## config.mk

```make
export PLATFORM = sky130hd
export DESIGN_NAME = axis_read_sched
export DESIGN_NICKNAME = d
export VERILOG_FILES = /design/src/rtl/axis_read_sched.sv
export SDC_FILE = /design/constraint.sdc
export NUM_CORES = 1
export LEC_CHECK = 0
export CAP_MARGIN = 20
export CORE_ASPECT_RATIO = 1.4
export CORE_UTILIZATION = 44
export CTS_CLUSTER_DIAMETER = 50
export DETAILED_ROUTE_END_ITERATION = 10
export HOLD_SLACK_MARGIN = 0.12
export SETUP_SLACK_MARGIN = 0.1
export SLEW_MARGIN = 40
export SYNTH_ARGS = -nofsm -noshare
export SYNTH_HDL_FRONTEND = slang
export SYNTH_SLANG_ARGS = --single-unit
```

## constraint.sdc

```tcl
create_clock -name clk -period 6.5 [get_ports clk]
set_clock_uncertainty 0.15 [all_clocks]
set_input_delay 0.65 -clock clk [delete_from_list [all_inputs] [get_ports clk]]
set_output_delay 0.65 -clock clk [all_outputs]
set_load 0.1 [all_outputs]
```

## src/rtl/axis_read_sched.sv

```systemverilog
// rtl/axis_read_sched.sv - descriptor queue and config-bus sequencer for axis_read
// Optional AXIS_READ_SCHED_STATS_EN adds jobs_done / beats_total counters.
module axis_read_sched #(
  parameter int CONFIG_ID     = 1,
  parameter int CONFIG_ADDR   = 23,
  parameter int CONFIG_DATA   = 24,
  parameter int CONFIG_AWIDTH = 5,
  parameter int CONFIG_DWIDTH = 32,
  parameter int QUEUE_AWIDTH  = 2
) (
  input  logic                     clk,
  input  logic                     rst,
  input  logic [CONFIG_DWIDTH-1:0] desc_addr,
  input  logic [CONFIG_DWIDTH-1:0] desc_len,
  input  logic                     desc_valid,
  output logic                     desc_ready,
  output logic [CONFIG_AWIDTH-1:0] cfg_addr,
  output logic [CONFIG_DWIDTH-1:0] cfg_data,
  output logic                     cfg_valid,
  input  logic                     mon_valid,
  input  logic                     mon_ready,
  output logic                     busy,
  output logic                     done
`ifdef AXIS_READ_SCHED_STATS_EN
  ,output logic [CONFIG_DWIDTH-1:0] jobs_done
  ,output logic [CONFIG_DWIDTH-1:0] beats_total
`endif
);

  localparam int DEPTH = 1 << QUEUE_AWIDTH;
  localparam logic [QUEUE_AWIDTH:0]  PTR_ONE = 1;
  localparam logic [CONFIG_DWIDTH-1:0] ONE = 1;

  typedef enum logic [5:0] {
    S_IDLE = 6'b000001,
    S_ID   = 6'b000010,
    S_ADDR = 6'b000100,
    S_LEN  = 6'b001000,
    S_RUN  = 6'b010000,
    S_DONE = 6'b100000
  } state_t;

  state_t state, state_next;

  logic [QUEUE_AWIDTH:0]          wr_ptr, rd_ptr;
  logic [2*CONFIG_DWIDTH-1:0]     mem [DEPTH];
  logic                           full, empty, push, pop, beat;
  logic [CONFIG_DWIDTH-1:0]       job_addr, job_len, remaining;
  logic                           cfg_valid_d;
  logic [CONFIG_AWIDTH-1:0]       cfg_addr_d;
  logic [CONFIG_DWIDTH-1:0]       cfg_data_d;

  assign empty      = (wr_ptr == rd_ptr);
  assign full       = (wr_ptr[QUEUE_AWIDTH] != rd_ptr[QUEUE_AWIDTH]) &&
                      (wr_ptr[QUEUE_AWIDTH-1:0] == rd_ptr[QUEUE_AWIDTH-1:0]);
  assign desc_ready = !rst && !full;
  assign push       = desc_valid && desc_ready;
  assign beat       = mon_valid && mon_ready;
  assign busy       = (state != S_IDLE) || !empty;

  always_ff @(posedge clk) begin
    if (rst) state <= S_IDLE;
    else     state <= state_next;
  end

  always_comb begin
    state_next = state;
    unique case (state)
      S_IDLE: if (!empty) state_next = S_ID;
      S_ID:   state_next = S_ADDR;
      S_ADDR: state_next = S_LEN;
      S_LEN:  state_next = (job_len == '0) ? S_DONE : S_RUN;
      S_RUN:  if (beat && remaining == ONE) state_next = S_DONE;
      S_DONE: state_next = S_IDLE;
      default: state_next = S_IDLE;
    endcase
  end

  // cfg words are computed from the upcoming state so they register into the cycle that state is active
  always_comb begin
    pop         = (state == S_IDLE) && !empty;
    done        = (state == S_DONE);
    cfg_valid_d = 1'b0;
    cfg_addr_d  = cfg_addr;
    cfg_data_d  = cfg_data;
    unique case (state_next)
      S_ID: begin
        cfg_valid_d = 1'b1;
        cfg_addr_d  = CONFIG_AWIDTH'(CONFIG_ADDR);
        cfg_data_d  = CONFIG_DWIDTH'(CONFIG_ID);
      end
      S_ADDR: begin
        cfg_valid_d = 1'b1;
        cfg_addr_d  = CONFIG_AWIDTH'(CONFIG_DATA);
        cfg_data_d  = job_addr;
      end
      S_LEN: begin
        cfg_valid_d = 1'b1;
        cfg_addr_d  = CONFIG_AWIDTH'(CONFIG_DATA);
        cfg_data_d  = job_len;
      end
      default: ;
    endcase
  end

  always_ff @(posedge clk) begin
    if (push) mem[wr_ptr[QUEUE_AWIDTH-1:0]] <= {desc_addr, desc_len};
  end

  always_ff @(posedge clk) begin
    if (rst) begin
      wr_ptr    <= '0;
      rd_ptr    <= '0;
      job_addr  <= '0;
      job_len   <= '0;
      remaining <= '0;
      cfg_valid <= 1'b0;
      cfg_addr  <= '0;
      cfg_data  <= '0;
    end else begin
      cfg_valid <= cfg_valid_d;
      cfg_addr  <= cfg_addr_d;
      cfg_data  <= cfg_data_d;
      if (push) wr_ptr <= wr_ptr + PTR_ONE;
      if (pop) begin
        rd_ptr <= rd_ptr + PTR_ONE;
        {job_addr, job_len} <= mem[rd_ptr[QUEUE_AWIDTH-1:0]];
      end
      if (state == S_LEN)
        remaining <= job_len;
      else if (state == S_RUN && beat)
        remaining <= remaining - ONE;
    end
  end

`ifdef AXIS_READ_SCHED_STATS_EN
  always_ff @(posedge clk) begin
    if (rst) begin
      jobs_done   <= '0;
      beats_total <= '0;
    end else begin
      if (state == S_DONE)        jobs_done   <= jobs_done + ONE;
      if (state == S_RUN && beat) beats_total <= beats_total + ONE;
    end
  end
`endif

endmodule

```

==> metrics.md <==
| Metric | Value |
|---|---|
| Hold Buf Count CTS | 0 |
| Setup crit end kind | flip-flop |
| Post-layout util | 52.3% |
| Area contributors post-synth | edfxtp_1 50%, dfxtp_1 19%, mux4_2 9.4%, nand2_1 4.0%, a21oi_1 2.6% |
| Fin area | 17900 sq um |
| WS Path Type | flip-flop to flip-flop |
| # port buffers | 109 |
| WP data arrival | 3.17 ns |
| Core Region | 34100 sq um |
| Clk pin slew, worst setup/hold paths | 0.06 ns |
| Number of diodes | 0 |
| First-pass GRT wire length | 53.8 mm |
| Routed vias/inst | 5.64 |
| Most frequent cells after synthesis | 256 x edfxtp_1, 163 x nand2_1, 144 x dfxtp_1 |
| Worst setup SP type | flip-flop |
| Final wirelength | 34.4 mm |
| Worst skew pair latency | 0.53 ns |
| Syn Inst Count | 1055 |
| Total Neg Setup Slack | 0 ns |
| Maximum buffer depth of the clock tree | 3 |
| Initial DRC Count | 702 |
| Post-CTS Setup Inserts | 0 |
| Post-synth EDFFs | 256 |
| Post-DRT Antenna Nets | 0 |
| Post-synth top area share | 50.4% |
| Row count | 80 |
| Total gr overflow | 0 |
| Distinct cells, synth | 55 |
| Top-count cell post-synth | edfxtp_1 |
| Area grow syn2layout | 17.0% |
| Grt met3 use | 2.65% |
| Leakage | 5.91 nW |
| H-tree levels | 2 |
| Worst EP required | 6.52 ns |
| Via count | 9198 |
| CTS Root Cell | clkbuf_16 |
| Hold Slack | 0.309 ns |
| Clock sink total | 400 |
| Grt met2 use | 33.7% |
| Detailed placer's ending HPWL | 20.7 mm |
| Die area | 35400 sq um |
| Post-synth top area cell | edfxtp_1 |
| Register area share after synthesis | 69.3% |
| Post-synth ARST share | 0% |
| Crit path from | rd_ptr[0] |
| Routability cong. | 0.769 |
| Tot GR Track Use | 19.8% |
| Syn Std Cell Area | 15300 sq um |
| Num CTS Buffers | 39 |
| Largest fanout on the critical path | 35 |
| Vias in the first global route | 9282 |
| CTS tree | yes |
| Worst-Margin Slew | 0.808 ns |
| Drt drc | 0 |
| Post-Syn Area per Cell | 14.5 sq um |
| TritonRoute pass-1 iters | 6 |
| RSZ-0062 raised after global routing | no |
| Tcrit/Tclk final | 48.5% |
| Power Dens Cells | 381 nW/um^2 |
| Post-CTS Resized | 0 |
| Initial Utilization | 44.7% |
| Critical R2R Launch | rd_ptr[0] |
| Hold Path Class | flip-flop to flip-flop |
| Ys Warns | 0 |
| Die Wd | 159 microns |
| DP Area | 16600 sq um |
| Slew margin rel. | 46.1% |
| Max cap viols | 0 |
| Fmax | 317 MHz |
| Status | finished, final reports clean |
| Die Span Y | 222 microns |
| IO Count | 110 |
| Hold_sp | cfg_addr[4] |
| Fin. Hold Viols | 0 |
| Layout cells sized above 1 | 17.8% |
| Top_reg_cell synth | edfxtp_1 |
| Nets | 1225 |
| Final setup fails | 0 |
| Routed wire per std cell | 21.1 microns |
| Final Max Tran Viols | 0 |
| Initial antenna violation count | 0 |
| Flops & latches, synth | 400 |
| GRT Max-Usage Layer | met2 |
| Peak supply drop | 0.000253 V |
| Synth Net Count | 1131 |
| Largest net degree at the start of global routing | 82 |
| GR Util met1 | 25.8% |
| Fin crit period | 3.16 ns |
cell type report:
type	instances	area, sq um
fillers	2883	16300
flip-flops and latches	400	10600
multi-input cells	576	4390
clock buffers	51	1110
repair buffers	123	1000
well taps	451	564
clock inverters	20	183
inverters	9	33.8
power by group:
group / leakage (nW) / total, mW / switching (mW) / internal, mW
Combinational: 1.77 / 1.36 / 0.888 / 0.477
Sequential: 3.50 / 3.17 / 0.234 / 2.93
Clock: 0.644 / 2.27 / 0.944 / 1.33
Total: 5.91 / 6.80 / 2.07 / 4.74
placed cells by master, fill, tap and decap left out, types with 5 or more instances in the layout:
master	synthesis	routed
clkdlybuf4s50_1	0	67
or3_1	22	22
mux4_2	64	64
o311ai_0	9	9
ha_1	7	7
a222oi_1	31	31
nand3_1	6	6
xor2_1	6	6
xnor2_1	6	6
o211ai_1	12	12
nor4_1	13	13
inv_1	9	9
nand4_1	7	7
a21oi_1	80	80
buf_4	2	12
clkinv_2	0	11
clkbuf_1	53	8
nor2_1	53	53
buf_2	7	41
nand2_1	163	162
dfxtp_1	144	142
nor3_1	7	7
o21ai_0	5	5
edfxtp_1	256	256
or4_1	6	6
a31oi_1	23	23
clkbuf_16	0	43
final timing paths:
check,end,slack (ns),cells past startpoint
worst max register to register,mem[3][46],3.34,4
worst max-delay path,mem[3][46],3.34,4
worst min-delay path,cfg_addr[4],0.31,2
worst min register to register,cfg_addr[4],0.31,2
kinds of logic (layout without fill, tap and decap cells):
group | after synthesis | after routing | synth area share [%]
AO/OA/AOI/OAI | 178 | 178 | 7.96
flip-flops | 400 | 400 | 69.3
XOR/XNOR | 12 | 12 | 0.689
adder cells (fa/ha/maj) | 7 | 7 | 0.574
buffers and inverters | 79 | 203 | 2.20
multiplexers | 65 | 65 | 9.51
AND/OR/NAND/NOR | 314 | 314 | 9.79
critical path, stage by stage, from the launching register on:
cell	delay, ns
dfxtp_4	0.66
xnor2_1	0.19
a311oi_2	0.55
and2_4	0.68
buf_4	0.53
through the flow:
stage / total power [mW] / instances / worst slack [ns]
floorplan: 4.17 / 1055 / 2.44
global placement: 4.61 / 1559 / 2.47
detailed placement: 4.61 / 1559 / 2.79
CTS: 6.88 / 1630 / 3.01
global route: 7.10 / 1630 / 3.07
finish: 6.80 / 1630 / 3.34
state kept, by name, summed over array words and instances (netlist names):
name and flops:
cfg_data 32, state 6, cfg_valid 1, wr_ptr 3, mem 256, rd_ptr 3, cfg_addr 3, job_len 32
remaining 32, job_addr 32
layer usage:
layer	wire (microns)	part of all wire, %	up-vias
li1	-	-	4264
met4	1040	3.0	0
met1	14500	42	4629
met3	1660	4.8	57
met2	17200	50	248
met5	0	0	-
Power figures use the tool's default switching activity.
